**src/rtl/karatsuba_seq_mul_if.sv**
```systemverilog
// karatsuba_seq_mul_if
//   Bundles the producer-side and consumer-side handshakes of karatsuba_seq_mul.
//   Signals:
//     in_valid  producer -> block   operands valid
//     in_ready  block -> producer   block can accept operands
//     input_0   producer -> block   operand A (N bits)
//     input_1   producer -> block   operand B (N bits)
//     out_valid block -> consumer   output_2 holds a completed product
//     out_ready consumer -> block   consumer accepts output_2
//     output_2  block -> consumer   product A*B (2N bits)
//     busy      block -> observer   block is not idle
//   master: the environment (producer + consumer); slave: the multiplier.
interface karatsuba_seq_mul_if #(
  parameter int N = 10
);
  logic             in_valid;
  logic             in_ready;
  logic [N-1:0]     input_0;
  logic [N-1:0]     input_1;
  logic             out_valid;
  logic             out_ready;
  logic [2*N-1:0]   output_2;
  logic             busy;

  modport master (
    output in_valid, input_0, input_1, out_ready,
    input  in_ready, out_valid, output_2, busy
  );

  modport slave (
    input  in_valid, input_0, input_1, out_ready,
    output in_ready, out_valid, output_2, busy
  );
endinterface

```
**src/rtl/karatsuba_seq_mul.sv**
```systemverilog
// karatsuba_seq_mul
//   Sequential single-level Karatsuba multiplier. Each operand is split once into
//   low/high halves; the three partial products z0 = lo*lo, z2 = hi*hi and
//   zm = (lo+hi)*(lo+hi) are formed one after another on one shared shift-add
//   datapath (one multiplier bit per cycle), then combined into the product.
//   Optional two's-complement mode works on magnitudes and fixes the sign at the end.
// Ports:
//   clk          rising-edge clock
//   rst_n        asynchronous active-low reset
//   bus          slave side of karatsuba_seq_mul_if (handshakes, operands, product, busy)
//   dbg_state_o  current FSM state encoding (IDLE=0 .. DONE=5)
// Handshake semantics: a transfer happens on a rising edge where valid and ready are
//   both high. in_ready is high only in IDLE (and low while rst_n is low); out_valid is
//   high only in DONE and output_2 is held stable until out_ready completes the transfer.
//   Accept and deliver can never occur in the same cycle.
module karatsuba_seq_mul #(
  parameter int N      = 10,
  parameter bit SIGNED = 1'b0
) (
  input  logic                 clk,
  input  logic                 rst_n,
  karatsuba_seq_mul_if.slave   bus,
  output logic [2:0]           dbg_state_o
);

  localparam int H  = (N + 1) >> 1;   // low-half width
  localparam int W  = H + 1;          // sub-product operand width
  localparam int CW = $clog2(W);      // bit counter width, holds 0..W-1

  localparam logic [N-1:0]   ONE_N  = {{(N-1){1'b0}}, 1'b1};
  localparam logic [2*N-1:0] ONE_2N = {{(2*N-1){1'b0}}, 1'b1};

  typedef enum logic [2:0] {
    S_IDLE    = 3'd0,
    S_MUL_LO  = 3'd1,
    S_MUL_HI  = 3'd2,
    S_MUL_MID = 3'd3,
    S_COMBINE = 3'd4,
    S_DONE    = 3'd5
  } state_t;

  state_t           state_q, state_d;
  logic [W-1:0]     a_lo_q, a_lo_d, a_hi_q, a_hi_d;
  logic [W-1:0]     b_lo_q, b_lo_d, b_hi_q, b_hi_d;
  logic             sign_q, sign_d;
  logic [CW-1:0]    cnt_q, cnt_d;
  logic [2*W-1:0]   acc_q, acc_d;
  logic [2*W-1:0]   z0_q, z0_d, z2_q, z2_d;
  logic [2*N-1:0]   out_q, out_d;

  // Operand magnitudes; |-2^(N-1)| = 2^(N-1) still fits in N unsigned bits.
  logic [N-1:0] mag_a, mag_b;
  logic         sign_a, sign_b;

  always_comb begin
    sign_a = 1'b0;
    sign_b = 1'b0;
    mag_a  = bus.input_0;
    mag_b  = bus.input_1;
    if (SIGNED) begin
      sign_a = bus.input_0[N-1];
      sign_b = bus.input_1[N-1];
      if (sign_a) mag_a = ~bus.input_0 + ONE_N;
      if (sign_b) mag_b = ~bus.input_1 + ONE_N;
    end
  end

  // Half sums cannot overflow W bits: both halves are at most 2^H - 1.
  logic [W-1:0] as_w, bs_w;
  assign as_w = a_lo_q + a_hi_q;
  assign bs_w = b_lo_q + b_hi_q;

  // Shared shift-add step: operand pair chosen by the current multiply state.
  logic [W-1:0]   mcand, mplier;
  logic [2*W-1:0] pp, acc_nxt;

  always_comb begin
    mcand  = '0;
    mplier = '0;
    case (state_q)
      S_MUL_LO:  begin mcand = a_lo_q; mplier = b_lo_q; end
      S_MUL_HI:  begin mcand = a_hi_q; mplier = b_hi_q; end
      S_MUL_MID: begin mcand = as_w;   mplier = bs_w;   end
      default:   ;
    endcase
    pp      = mplier[cnt_q] ? ((2*W)'(mcand) << cnt_q) : '0;
    acc_nxt = acc_q + pp;
  end

  // Combination. zm sits in acc_q when COMBINE starts. Only the low 2N bits of the
  // wide sum are kept (the upper bits are always zero), so modular 2N-bit arithmetic
  // gives the same result as the wide sum followed by truncation.
  logic [2*W-1:0] z1;
  logic [2*N-1:0] p_mag, p_fin;

  always_comb begin
    z1    = acc_q - z0_q - z2_q;
    p_mag = ((2*N)'(z2_q) << (2*H)) + ((2*N)'(z1) << H) + (2*N)'(z0_q);
    p_fin = sign_q ? (~p_mag + ONE_2N) : p_mag;
  end

  always_comb begin
    state_d = state_q;
    a_lo_d  = a_lo_q;
    a_hi_d  = a_hi_q;
    b_lo_d  = b_lo_q;
    b_hi_d  = b_hi_q;
    sign_d  = sign_q;
    cnt_d   = cnt_q;
    acc_d   = acc_q;
    z0_d    = z0_q;
    z2_d    = z2_q;
    out_d   = out_q;
    case (state_q)
      S_IDLE: begin
        if (bus.in_valid) begin
          a_lo_d  = W'(mag_a[H-1:0]);
          a_hi_d  = W'(mag_a[N-1:H]);
          b_lo_d  = W'(mag_b[H-1:0]);
          b_hi_d  = W'(mag_b[N-1:H]);
          sign_d  = sign_a ^ sign_b;
          cnt_d   = '0;
          acc_d   = '0;
          state_d = S_MUL_LO;
        end
      end
      S_MUL_LO, S_MUL_HI, S_MUL_MID: begin
        acc_d = acc_nxt;
        cnt_d = cnt_q + CW'(1);
        if (cnt_q == CW'(W - 1)) begin
          cnt_d = '0;
          case (state_q)
            S_MUL_LO: begin
              z0_d    = acc_nxt;
              acc_d   = '0;
              state_d = S_MUL_HI;
            end
            S_MUL_HI: begin
              z2_d    = acc_nxt;
              acc_d   = '0;
              state_d = S_MUL_MID;
            end
            default: state_d = S_COMBINE;   // zm stays in the accumulator
          endcase
        end
      end
      S_COMBINE: begin
        out_d   = p_fin;
        acc_d   = '0;
        state_d = S_DONE;
      end
      S_DONE: begin
        if (bus.out_ready) state_d = S_IDLE;
      end
      default: state_d = S_IDLE;
    endcase
  end

  always_ff @(posedge clk or negedge rst_n) begin
    if (!rst_n) begin
      state_q <= S_IDLE;
      a_lo_q  <= '0;
      a_hi_q  <= '0;
      b_lo_q  <= '0;
      b_hi_q  <= '0;
      sign_q  <= 1'b0;
      cnt_q   <= '0;
      acc_q   <= '0;
      z0_q    <= '0;
      z2_q    <= '0;
      out_q   <= '0;
    end else begin
      state_q <= state_d;
      a_lo_q  <= a_lo_d;
      a_hi_q  <= a_hi_d;
      b_lo_q  <= b_lo_d;
      b_hi_q  <= b_hi_d;
      sign_q  <= sign_d;
      cnt_q   <= cnt_d;
      acc_q   <= acc_d;
      z0_q    <= z0_d;
      z2_q    <= z2_d;
      out_q   <= out_d;
    end
  end

  assign bus.in_ready  = rst_n && (state_q == S_IDLE);
  assign bus.out_valid = (state_q == S_DONE);
  assign bus.output_2  = out_q;
  assign bus.busy      = (state_q != S_IDLE);
  assign dbg_state_o   = state_q;

endmodule
```
**src/flat_wrapper.sv**
```systemverilog
// flat-port wrapper written by rule: the top's interface ports become plain ports
module karatsuba_seq_mul_flat 
#(
  parameter int N      = 10,
  parameter bit SIGNED = 1'b0
)
  (clk, rst_n, dbg_state_o, bus_in_valid, bus_input_0, bus_input_1, bus_out_ready, bus_in_ready, bus_out_valid, bus_output_2, bus_busy);
  karatsuba_seq_mul_if #(.N(N)) bus_i ();
  input  logic clk;
  input  logic rst_n;
  output logic [2:0] dbg_state_o;
  input wire logic [$bits(bus_i.in_valid)-1:0] bus_in_valid;
  input wire logic [$bits(bus_i.input_0)-1:0] bus_input_0;
  input wire logic [$bits(bus_i.input_1)-1:0] bus_input_1;
  input wire logic [$bits(bus_i.out_ready)-1:0] bus_out_ready;
  output wire logic [$bits(bus_i.in_ready)-1:0] bus_in_ready;
  output wire logic [$bits(bus_i.out_valid)-1:0] bus_out_valid;
  output wire logic [$bits(bus_i.output_2)-1:0] bus_output_2;
  output wire logic [$bits(bus_i.busy)-1:0] bus_busy;
  assign bus_i.in_valid = bus_in_valid;
  assign bus_i.input_0 = bus_input_0;
  assign bus_i.input_1 = bus_input_1;
  assign bus_i.out_ready = bus_out_ready;
  assign bus_in_ready = bus_i.in_ready;
  assign bus_out_valid = bus_i.out_valid;
  assign bus_output_2 = bus_i.output_2;
  assign bus_busy = bus_i.busy;
  karatsuba_seq_mul #(.N(N), .SIGNED(SIGNED)) u_core (.clk(clk), .rst_n(rst_n), .bus(bus_i), .dbg_state_o(dbg_state_o));
endmodule
```
**config.mk**
```make
export PLATFORM = sky130hd
export DESIGN_NAME = karatsuba_seq_mul_flat
export DESIGN_NICKNAME = d
export VERILOG_FILES = /design/src/rtl/karatsuba_seq_mul_if.sv /design/src/rtl/karatsuba_seq_mul.sv /design/src/flat_wrapper.sv
export SDC_FILE = /design/constraint.sdc
export NUM_CORES = 1
export LEC_CHECK = 0
export BUFFER_PORTS_ARGS = -buffer_cell sky130_fd_sc_hd__buf_2
export CAP_MARGIN = 15
export CORE_MARGIN = 5
export CORE_UTILIZATION = 38
export DETAILED_ROUTE_END_ITERATION = 8
export GPL_TIMING_DRIVEN = 1
export PLACE_DENSITY_LB_ADDON = 0.08
export SLEW_MARGIN = 20
export SYNTH_ARGS = -nofsm -noshare
export SYNTH_HDL_FRONTEND = slang
export SYNTH_SLANG_ARGS = --single-unit
```
**constraint.sdc**
```tcl
create_clock -name clk -period 6.7 [get_ports clk]
set_clock_uncertainty 0.05 [all_clocks]
set_input_delay 0.67 -clock clk [delete_from_list [all_inputs] [get_ports clk]]
set_output_delay 0.67 -clock clk [all_outputs]
set_load 0.03 [all_outputs]
```
==> metrics.md <==
| Metric | Value |
|---|---|
| Status | `finished clean` |
| CTS buffer count | `9` |
| Clock latency on the worst-skew pair | `~350 ps` |
| Critical-path maximum fanout | `23` |
| Clk slew on worst S/H paths | `roughly 60 ps` |
| Fmax | `between 200 and 250 MHz` |
| Final hold viol count | `0` |
| Initial Utilization | `38.9%` |
| Post-route ant nets | `0` |
| Unique cell type count in the Yosys netlist | `between 60 and 70` |
| Synth area leader | `dfrtp_1` |
| CP Data Required Time | `~6900 ps` |
| Final wirelength | `about 14 mm` |
| Post-Syn Instances | `between 600 and 700` |
| Largest net degree at the start of global routing | `49` |
| Simple-gate area share of the yosys netlist | `between 10% and 20%` |
| Layout cells sized above 1 | `about 17%` |
| Initial antenna violation count | `0` |
| Port-buffer cells | `around 50` |
| Synth area leaders | `dfrtp_1 35%, ha_1 12%, mux2_2 7.4%` |
| First-pass GRT wire length | `23.4 mm` |
| Die ar. | `about 0.018 mm²` |
| Mean Syn Cell Area | `just under 10 µm²` |
| DP HPWL | `between 10 and 15 mm` |
| DRC | `0` |
| Antenna cells | `0` |
| Row count | `45` |
| Clock Tree Buf Depth | `2` |
| Slew Viols, Final | `0` |
| Post-CTS Resized | `0` |
| RSZ-0062 raised after global routing | `false` |
| Nets | `751` |
| Ys Warns | `0` |
| Number of global-route vias before repair | `around 4700` |
| Final TNS setup | `0 ps` |
| H-tree Lvls | `3` |
| Primary FF master, synth | `dfrtp_1` |
| DRT iter0 DRCs | `between 100 and 150` |
| Hold/Removal Path Class | `input port to asynchronous set/reset pin` |
| Crit path arrival time | `about 5100 ps` |
| Asr flop ratio synth | `100%` |
| Vias post-DR | `between 4000 and 5000` |
| Per-cell routed wire length | `~16 µm` |
| Adder-cell area share of the yosys netlist | `17.7%` |
| Die width | `roughly 130 µm` |
| Crit path capture type | `register` |
| Final min period | `4890 ps` |
| Synth Area in XOR/XNOR | `4.87%` |
| Syn_nets | `710` |
| Hold Buf Count CTS | `0` |
| R2r endpoint | `u_core.z0_q[11]$_DFFE_PN0P_` |
| Synth Register Bits | `between 80 and 90` |
| Reg-to-Reg Start | `u_core.dbg_state_o[0]$_DFFE_PN0P_` |
| Overflow after GRT | `0` |
| Fillers | `1513` |
| CP startpoint kind | `register` |
| Tot GR Track Use | `between 10% and 20%` |
| Final setup fails | `0` |
| Seq/Total Area, Yosys | `about a third` |
| Critical path class | `register to register` |
| Core Area | `0.0153 mm²` |
| Mux cell area share after synthesis | `~8.3%` |
| Mapped Area | `approximately 0.0059 mm²` |
| I/O Pins | `50` |
| Largest family of logic cells by synthesized area | `adder cells` |
| CTS root buffer | `clkbuf_16` |
| Slew Limit Headroom | `32.6%` |
| Die height | `between 100 and 150 µm` |
| Drt first pass iters | `4` |
| Max Cap Violations | `0` |
| Worst-Margin Slew | `between 1000 and 1500 ps` |
| DR vias/cell | `5.20` |
| Routability Congestion | `0.880` |
| Setup Buffers After CTS | `0` |
| Number of enable flip-flop cells after synthesis | `0` |
| Post-synthesis compound-gate area fraction | `17.3%` |
| Final worst path period share | `72.9%` |
| R2R depth | `13` |
| Clk sinks | `82` |
| Area Growth Syn to Fin | `11.9%` |
| CTS tree | `done` |
| Reg2Reg Setup Slack | `1810 ps` |
| Synth top area share | `34.6%` |
==> cells in the final DEF (no fill, tap or decap), types with 11 or more instances in the layout <==
cell type   n
a21oi_1    24
inv_1      43
ha_1       56
dfrtp_1    82
o21ai_0    52
buf_2      48
fa_1       17
nor3_1     11
xor2_1     13
xnor2_1    20
mux2_2     39
nor2_1     33
nand2_1    57
==> logic make-up after synthesis <==
kind of cell,Yosys count
AOI/OAI and AO/OA,157
xor gates and xnor gates,33
adders and majority gates,74
buffers and inverters,65
DFF,82
muxes,44
and+or+nand+nor,158
==> synthesized netlist by cell type (all sizes together) (4+ instances only) <==
cell type / number
xor2: 13
o21a: 5
nand2: 57
a21oi: 24
a221oi: 6
nor2: 33
ha: 56
nand2b: 6
o211ai: 4
a21o: 8
or3: 5
buf: 7
fa: 17
mux2i: 4
nor3: 11
xnor2: 20
clkbuf: 13
o21ai: 53
a22oi: 5
a211oi: 9
dfrtp: 82
a22o: 8
a31oi: 4
inv: 43
nand3: 10
nor2b: 11
and2: 7
o31ai: 6
mux2: 40
==> sequential cells by signal, summed over array words and instances (netlist names) <==
signal	cells
u_core.a_hi_q	5
u_core.z2_q	12
u_core.b_lo_q	5
u_core.b_hi_q	5
u_core.z0_q	12
u_core.cnt_q	3
u_core.bus.output_2	20
u_core.a_lo_q	5
u_core.acc_q	12
u_core.dbg_state_o	3
==> worst max path at each step <==
stage / from / end / slack, ps / depth (start not counted)
detailed placement: u_core.dbg_state_o[0]$_DFFE_PN0P_ / u_core.z0_q[11]$_DFFE_PN0P_ / 1890 / 13
floorplan: u_core.b_hi_q[0]$_DFFE_PN0P_ / u_core.z0_q[11]$_DFFE_PN0P_ / 2660 / 15
global placement: u_core.dbg_state_o[0]$_DFFE_PN0P_ / u_core.z0_q[11]$_DFFE_PN0P_ / 2060 / 13
global route: u_core.dbg_state_o[0]$_DFFE_PN0P_ / u_core.z0_q[11]$_DFFE_PN0P_ / 1480 / 13
CTS: u_core.dbg_state_o[0]$_DFFE_PN0P_ / u_core.z0_q[11]$_DFFE_PN0P_ / 1870 / 13
finish: u_core.dbg_state_o[0]$_DFFE_PN0P_ / u_core.z0_q[11]$_DFFE_PN0P_ / 1810 / 13
==> layer usage <==
metal	up-vias	track usage (%)	part of all wire (%)
li1	2273	-	-
met1	2155	18.7	43
met2	64	28.8	50
met3	24	2.87	3.0
met4	0	8.37	3.5
met5	-	0	0
==> final cells by class <==
cell class,instances,area [µm²],area share [%]
Inverter,44,165,2.49
Tap cell,211,264,3.98
Clock inverter,3,23.8,0.358
Timing Repair Buffer,51,263,3.96
Sequential cell,82,2050,30.9
Clock buffer,12,256,3.87
Multi-Input combinational cell,466,3610,54.4
==> metrics by stage <==
stage               hold slack [ps]  instances  worst slack [ps]  utilization (%)  cell area [µm²]
global placement                407        854              2060             41.6             6350
detailed placement              415        854              1890             41.6             6350
floorplan                       324        613              2660                -             5930
global route                    274        869              1480             43.5             6640
finish                          227        869              1810             43.5             6640
CTS                             238        869              1870             43.5             6640
==> worst max-delay path, stage by stage (launching register included) <==
cell	delay (ps)
dfrtp_1	820
nor2b_1	600
a22oi_1	190
and3_1	230
or3_1	340
a31o_2	270
o32ai_1	310
ha_1	330
and3_1	200
a221oi_1	550
o21ai_1	160
a41o_1	300
xnor2_1	140
mux2_1	280
Power is not shown: default switching activity piles up to over one toggle a cycle in this logic, so the estimate is an artifact.
